`src/rtl/gpu_clut_load_sequencer_pkg.sv`:
```
// gpu_clut_load_sequencer_pkg: shared state, packet-count and tag types for the CLUT load sequencer
package gpu_clut_load_sequencer_pkg;
  typedef enum logic [1:0] {IDLE, REQ, DATA, DRAIN} clut_seq_state_t;
  localparam logic [3:0] CLUT_PKT_4BPP = 4'd0;
  localparam logic [3:0] CLUT_PKT_8BPP = 4'd15;
  typedef struct packed {
    logic        valid;
    logic [14:0] adr;
    logic        is8;
  } clut_tag_t;
endpackage

```
`src/rtl/gpu_clut_load_sequencer_if.sv`:
```
// gpu_clut_load_sequencer_if: request, VRAM read and CLUT write signals of the CLUT load sequencer
// master = sequencer side; slave = decoder/arbiter/CLUT RAM side.
interface gpu_clut_load_sequencer_if;
  logic        i_start;
  logic [14:0] i_clutAdr;
  logic        i_is8BPP;
  logic        i_invalidate;
  logic        o_memReq;
  logic [14:0] o_memAdr;
  logic        i_memAck;
  logic        i_memDataValid;
  logic [31:0] i_memData;
  logic        o_clutWrite;
  logic [6:0]  o_clutWrAdr;
  logic [31:0] o_clutWrData;
  logic        o_busy;
  logic        o_done;
  logic        o_hit;
  modport master (
    input  i_start, i_clutAdr, i_is8BPP, i_invalidate, i_memAck, i_memDataValid, i_memData,
    output o_memReq, o_memAdr, o_clutWrite, o_clutWrAdr, o_clutWrData, o_busy, o_done, o_hit
  );
  modport slave (
    output i_start, i_clutAdr, i_is8BPP, i_invalidate, i_memAck, i_memDataValid, i_memData,
    input  o_memReq, o_memAdr, o_clutWrite, o_clutWrAdr, o_clutWrData, o_busy, o_done, o_hit
  );
endinterface

```
`src/rtl/gpu_clut_load_sequencer.sv`:
```
// gpu_clut_load_sequencer: fills the CLUT cache from VRAM in 32-byte bursts on a tag miss
// Ports: i_clk, i_rstGPU (async, active high), bus (master modport: start/tag request,
// VRAM burst request and read beats, CLUT write port, busy/done/hit status).
module gpu_clut_load_sequencer
  import gpu_clut_load_sequencer_pkg::*;
#(
  parameter int BEATS_PER_PACKET = 8,
  parameter bit TAG_CHECK        = 1
) (
  input  logic                        i_clk,
  input  logic                        i_rstGPU,
  gpu_clut_load_sequencer_if.master   bus
);
  clut_seq_state_t state, nextState;
  clut_tag_t       tag;
  logic [14:0]     curAdr;
  logic            cur8;
  logic [3:0]      packet;
  logic [2:0]      beat;
  logic            doneR, hitR;
  logic            startOk, hit, lastBeat, lastPacket, finish;
  assign startOk    = state == IDLE && bus.i_start;
  // A same-cycle invalidate wins over the tag, forcing the request to miss.
  assign hit        = TAG_CHECK && tag.valid && !bus.i_invalidate && tag.adr == bus.i_clutAdr
                      && (tag.is8 || !bus.i_is8BPP);
  assign lastBeat   = bus.i_memDataValid && beat == 3'(BEATS_PER_PACKET - 1);
  assign lastPacket = packet == (cur8 ? CLUT_PKT_8BPP : CLUT_PKT_4BPP);
  assign finish     = state == DATA && lastBeat && lastPacket && !bus.i_invalidate;
  always_ff @(posedge i_clk or posedge i_rstGPU)
    if (i_rstGPU) state <= IDLE;
    else          state <= nextState;
  always_comb begin
    nextState = state;
    case (state)
      IDLE:    nextState = startOk && !hit ? REQ : IDLE;
      REQ:     nextState = bus.i_invalidate ? (bus.i_memAck ? DRAIN : IDLE) : (bus.i_memAck ? DATA : REQ);
      DATA:    nextState = !lastBeat ? (bus.i_invalidate ? DRAIN : DATA)
                                     : (bus.i_invalidate || lastPacket ? IDLE : REQ);
      DRAIN:   nextState = lastBeat ? IDLE : DRAIN;
      default: nextState = IDLE;
    endcase
  end
  always_ff @(posedge i_clk or posedge i_rstGPU)
    if (i_rstGPU) begin
      tag    <= '0;
      curAdr <= '0;
      cur8   <= 1'b0;
      packet <= '0;
      beat   <= '0;
      doneR  <= 1'b0;
      hitR   <= 1'b0;
    end else begin
      doneR <= (startOk && hit) || finish;
      hitR  <= startOk && hit;
      if (startOk && !hit) begin
        curAdr <= bus.i_clutAdr;
        cur8   <= bus.i_is8BPP;
        packet <= '0;
      end
      if (state == REQ && bus.i_memAck) beat <= '0;
      if ((state == DATA || state == DRAIN) && bus.i_memDataValid) beat <= beat + 3'd1;
      if (state == DATA && lastBeat && !lastPacket) packet <= packet + 4'd1;
      if (bus.i_invalidate || (startOk && !hit)) tag.valid <= 1'b0;
      else if (finish) tag <= '{valid: 1'b1, adr: curAdr, is8: cur8};
    end
  always_comb begin
    bus.o_memReq     = state == REQ;
    // X16 wraps inside its 6-bit field so a palette never spills into the next row.
    bus.o_memAdr     = {curAdr[14:6], curAdr[5:0] + {2'b00, packet}};
    bus.o_clutWrite  = state == DATA && bus.i_memDataValid;
    bus.o_clutWrAdr  = {packet, beat};
    bus.o_clutWrData = bus.i_memData;
    bus.o_busy       = state != IDLE;
    bus.o_done       = doneR;
    bus.o_hit        = hitR;
  end
endmodule

```
`src/flat_wrapper.sv`:
```
// flat-port wrapper written by rule: the top's interface ports become plain ports
module gpu_clut_load_sequencer_flat import gpu_clut_load_sequencer_pkg::*;
#(
  parameter int BEATS_PER_PACKET = 8,
  parameter bit TAG_CHECK        = 1
)
  (i_clk, i_rstGPU, bus_i_start, bus_i_clutAdr, bus_i_is8BPP, bus_i_invalidate, bus_i_memAck, bus_i_memDataValid, bus_i_memData, bus_o_memReq, bus_o_memAdr, bus_o_clutWrite, bus_o_clutWrAdr, bus_o_clutWrData, bus_o_busy, bus_o_done, bus_o_hit);
  gpu_clut_load_sequencer_if bus_i ();
  input  logic i_clk;
  input  logic i_rstGPU;
  input wire logic [$bits(bus_i.i_start)-1:0] bus_i_start;
  input wire logic [$bits(bus_i.i_clutAdr)-1:0] bus_i_clutAdr;
  input wire logic [$bits(bus_i.i_is8BPP)-1:0] bus_i_is8BPP;
  input wire logic [$bits(bus_i.i_invalidate)-1:0] bus_i_invalidate;
  input wire logic [$bits(bus_i.i_memAck)-1:0] bus_i_memAck;
  input wire logic [$bits(bus_i.i_memDataValid)-1:0] bus_i_memDataValid;
  input wire logic [$bits(bus_i.i_memData)-1:0] bus_i_memData;
  output wire logic [$bits(bus_i.o_memReq)-1:0] bus_o_memReq;
  output wire logic [$bits(bus_i.o_memAdr)-1:0] bus_o_memAdr;
  output wire logic [$bits(bus_i.o_clutWrite)-1:0] bus_o_clutWrite;
  output wire logic [$bits(bus_i.o_clutWrAdr)-1:0] bus_o_clutWrAdr;
  output wire logic [$bits(bus_i.o_clutWrData)-1:0] bus_o_clutWrData;
  output wire logic [$bits(bus_i.o_busy)-1:0] bus_o_busy;
  output wire logic [$bits(bus_i.o_done)-1:0] bus_o_done;
  output wire logic [$bits(bus_i.o_hit)-1:0] bus_o_hit;
  assign bus_i.i_start = bus_i_start;
  assign bus_i.i_clutAdr = bus_i_clutAdr;
  assign bus_i.i_is8BPP = bus_i_is8BPP;
  assign bus_i.i_invalidate = bus_i_invalidate;
  assign bus_i.i_memAck = bus_i_memAck;
  assign bus_i.i_memDataValid = bus_i_memDataValid;
  assign bus_i.i_memData = bus_i_memData;
  assign bus_o_memReq = bus_i.o_memReq;
  assign bus_o_memAdr = bus_i.o_memAdr;
  assign bus_o_clutWrite = bus_i.o_clutWrite;
  assign bus_o_clutWrAdr = bus_i.o_clutWrAdr;
  assign bus_o_clutWrData = bus_i.o_clutWrData;
  assign bus_o_busy = bus_i.o_busy;
  assign bus_o_done = bus_i.o_done;
  assign bus_o_hit = bus_i.o_hit;
  gpu_clut_load_sequencer #(.BEATS_PER_PACKET(BEATS_PER_PACKET), .TAG_CHECK(TAG_CHECK)) u_core (.i_clk(i_clk), .i_rstGPU(i_rstGPU), .bus(bus_i));
endmodule
```
`config.mk`:
```
export PLATFORM = sky130hd
export DESIGN_NAME = gpu_clut_load_sequencer_flat
export DESIGN_NICKNAME = d
export VERILOG_FILES = /design/src/rtl/gpu_clut_load_sequencer_pkg.sv /design/src/rtl/gpu_clut_load_sequencer_if.sv /design/src/rtl/gpu_clut_load_sequencer.sv /design/src/flat_wrapper.sv
export SDC_FILE = /design/constraint.sdc
export NUM_CORES = 1
export LEC_CHECK = 0
export BUFFER_PORTS_ARGS = -buffer_cell sky130_fd_sc_hd__buf_2
export CORE_ASPECT_RATIO = 0.5
export CORE_MARGIN = 5
export CORE_UTILIZATION = 50
export CTS_CLUSTER_DIAMETER = 150
export CTS_CLUSTER_SIZE = 12
export DETAILED_ROUTE_END_ITERATION = 7
export PLACE_DENSITY_LB_ADDON = 0.1
export SKIP_CTS_REPAIR_TIMING = 1
export SLEW_MARGIN = 20
export SYNTH_ARGS = -nofsm -noshare
export SYNTH_HDL_FRONTEND = slang
export SYNTH_SLANG_ARGS = --single-unit
```
`constraint.sdc`:
```
create_clock -name i_clk -period 5.6 [get_ports i_clk]
set_input_delay 0.56 -clock i_clk [delete_from_list [all_inputs] [get_ports i_clk]]
set_output_delay 0.56 -clock i_clk [all_outputs]
set_load 0.01 [all_outputs]
```
==> results.py <==
metrics = {
    "timing": {
        "finalCritPeriodShare_pct": 47.2,
        "hold_viol": 0,
        "setup_viol": 0,
        "setup_slack_ns": 2.96,
        "skew_ns": 0.00712,
        "max_freq_mhz": 378,
        "rsz0062_at_grt": "no",
        "worstMarginPinSlew_ns": 0.557,
        "tns_ns": 0,
        "drv_slew": 0,
        "min_period_ns": 2.64,
        "relSlewSlack_pct": 62.9,
    },
    "place": {
        "io_buffers": 48,
        "gp_congestion": 0.729,
        "place_ws_ns": 3.20,
        "hpwl_um": 3470,
    },
    "power": {
        "vdd_drop_max_uv": 197,
        "netSwitchingPower_w": 0.000312,
        "p_int_w": 0.000694,
        "leakage_nw": 1.32,
        "p_sw_share_pct": 31.0,
        "clock_power_share_pct": 25.7,
        "p_comb_share_pct": 28.1,
        "p_seq_share_pct": 46.2,
        "powerDensity_nw_per_um2": 383,
    },
    "critical_path": {
        "crit_type": "register to primary output",
        "cp-end-kind": "primary output",
        "rrSetupSlack_ns": 3.54,
        "r2r-start": "u_core.tag[11]",
        "cp_slowest_cell": "dfrtp_1",
        "crit_chain": "ha_1 > a21o_1 > a21oi_1 > nor2b_1 > o21ai_0 > xnor2_1 > buf_2",
        "crit_arrival_ns": 2.08,
        "worstPathRequired_ns": 5.04,
        "critical_path.max_fanout": 7,
        "start_kind": "register",
        "slowest_delay_ns": 0.47,
        "r2r_end": "u_core.curAdr[5]",
        "rr_worst_depth": 6,
    },
    "final_layout": {
        "drive_gt1_share_pct": 42.0,
        "syn2layout_area_growth_pct": 5.37,
        "nFillCells": 450,
        "register_area_um2": 1100,
        "multiInputGateArea_um2": 1050,
        "nets": 287,
        "final_common_cell": "buf_2",
        "n_antenna_cell": 0,
        "mostFrequentLayoutCells": "buf_2, dfrtp_1, mux2_2",
    },
    "drt": {
        "num_vias": 1476,
        "firstDrtPassIters": 3,
        "wl_um": 4660,
        "routed_via_density": 4.99,
        "post-route-drc-count": 0,
        "first_iter_violations": 22,
        "ant_nets": 0,
        "routed_wire_length_per_instance_um": 15.8,
    },
    "global_route": {
        "grt_start_max_net_pins": 45,
        "grt_usage_pct": 15.2,
        "grt_pass1_vias": 1529,
        "antenna_found_initial": 0,
        "grt_pass1_wl_um": 7470,
        "grt-ovfl-total": 0,
    },
    "synth": {
        "ys_seq_elements": 44,
        "synth_nets": 275,
        "seq_area_frac_synth_pct": 44.2,
        "avgSynthCellArea_um2": 11.7,
        "synth.top_cell.area_share_pct": 44.2,
        "yosysTopAreaCell": "dfrtp_1",
        "synth_area_um2": 2490,
        "synth.area.top_cells": "dfrtp_1, buf_4, mux2_2",
        "ys_types": 31,
        "ys_warn_count": 0,
        "postSynthCellCount": 213,
    },
    "floorplan": {
        "die_w_um": 110,
        "start_util_pct": 51.2,
        "core_um2": 4860,
        "io_pins": 113,
        "die_h_um": 59.9,
        "rows": 18,
        "dieArea_um2": 6580,
    },
    "clock_network": {
        "h-tree-depth": 2,
        "clock-sinks": 44,
        "clk_path_buf_depth": 2,
        "numCtsBuffers": 5,
        "root_buffer": "clkbuf_8",
        "tritoncts": "done",
        "clk_latency_ns": 0.30,
        "clk_pin_slew_ns": 0.08,
    },
    "run": {
        "drv_cap": 0,
    },
    "min_path": {
        "min-delay-path-class": "input pin to asynchronous set/reset pin",
    },
    "run_status": {
        "outcome": "complete, no violations",
    },
}
==> Yosys cell counts (all sizes together) <==
| master | instances |
|---|---|
| inv | 3 |
| nand2b | 3 |
| nor4 | 2 |
| fa | 1 |
| ha | 7 |
| o22ai | 1 |
| nor3 | 2 |
| nor2 | 5 |
| nand3 | 2 |
| and2 | 1 |
| o221a | 1 |
| nand4 | 2 |
| buf | 45 |
| o21ai | 10 |
| xor2 | 8 |
| xnor2 | 14 |
| and4b | 1 |
| mux2 | 32 |
| or4 | 1 |
| and4 | 1 |
| dfrtp | 44 |
| nor2b | 5 |
| a21o | 3 |
| nand3b | 1 |
| a21oi | 4 |
| a32o | 2 |
| nand2 | 12 |
==> how the worst max path moves through the flow <==
stage               depth (start not counted)                end  slack (ns)         startpoint
finish                                      7    bus_o_memAdr[5]        2.96   u_core.packet[1]
CTS                                         7    bus_o_memAdr[5]        2.92   u_core.packet[1]
detailed placement                          7  u_core.curAdr[13]        3.20  bus_i_clutAdr[10]
global placement                            7   u_core.curAdr[8]        3.25   bus_i_clutAdr[9]
floorplan                                   5    bus_o_memAdr[4]        3.46   u_core.packet[0]
global route                                7    bus_o_memAdr[5]        2.80   u_core.packet[1]
==> critical path: cells and delay by family (launching register included) <==
family | cells | cell delay (ns)
compound gates | 3 | 0.60
xor+xnor | 1 | 0.17
fa+ha+maj | 1 | 0.33
buf+inv | 1 | 0.16
flops | 1 | 0.47
simple gates | 1 | 0.07
==> registers in the layout (all words and copies together) (netlist names) <==
name	flops
u_core.beat	3
u_core.bus.o_done	1
u_core.bus.o_hit	1
u_core.cur8	1
u_core.curAdr	15
u_core.packet	4
u_core.state	2
u_core.tag	17
==> power by group through the flow <==
stage | registers (W) | clock network (W) | logic, W
after floorplan | 0.000456 | 0 | 0.000257
after global placement | 0.000469 | 0 | 0.000285
after detailed placement | 0.000473 | 0 | 0.000289
after CTS | 0.000466 | 0.000265 | 0.000290
after global routing | 0.000479 | 0.000280 | 0.000313
final | 0.000465 | 0.000258 | 0.000283
==> metal layers <==
| metal | vias to the layer above | track usage (%) | wire, um |
|---|---|---|---|
| met4 | 0 | 6.93 | 129 |
| met3 | 23 | 4.31 | 324 |
| met1 | 707 | 20.3 | 2060 |
| li1 | 708 | - | - |
| met2 | 38 | 23.0 | 2150 |
| met5 | - | 0 | 0 |
==> cell families (layout without fill, tap and decap cells) <==
kind of cell,count (synthesis),in the layout,synth area share (%)
buf+inv,48,61,13.9
xor+xnor,22,22,7.74
compound gates,21,21,5.78
fa+ha+maj,8,8,4.32
mux,32,32,15.7
flops,44,44,44.2
simple gates,38,38,8.44
==> metrics by stage <==
| step | power (W) | util (%) | cell area (um^2) | cells | hold slack [ns] |
|---|---|---|---|---|---|
| 2_1_floorplan | 0.000713 | - | 2490 | 213 | 0.480 |
| 3_3_place_gp | 0.000754 | 51.5 | 2500 | 288 | 0.490 |
| 3_5_place_dp | 0.000762 | 51.5 | 2500 | 288 | 0.496 |
| 4_1_cts | 0.00102 | 54.0 | 2630 | 296 | 0.406 |
| 5_1_grt | 0.00107 | 54.0 | 2630 | 296 | 0.451 |
| 6_report | 0.00101 | 54.0 | 2630 | 296 | 0.385 |
==> area by class of cell <==
class | instances | share of cell area [%]
clock buffer | 6 | 3.15
tap | 70 | 3.34
inverter | 3 | 0.429
timing repair buffer | 50 | 9.72
multi-input combinational | 121 | 39.9
sequential | 44 | 41.9
clock inverter | 2 | 1.48
(Power assumes the default switching activity.)
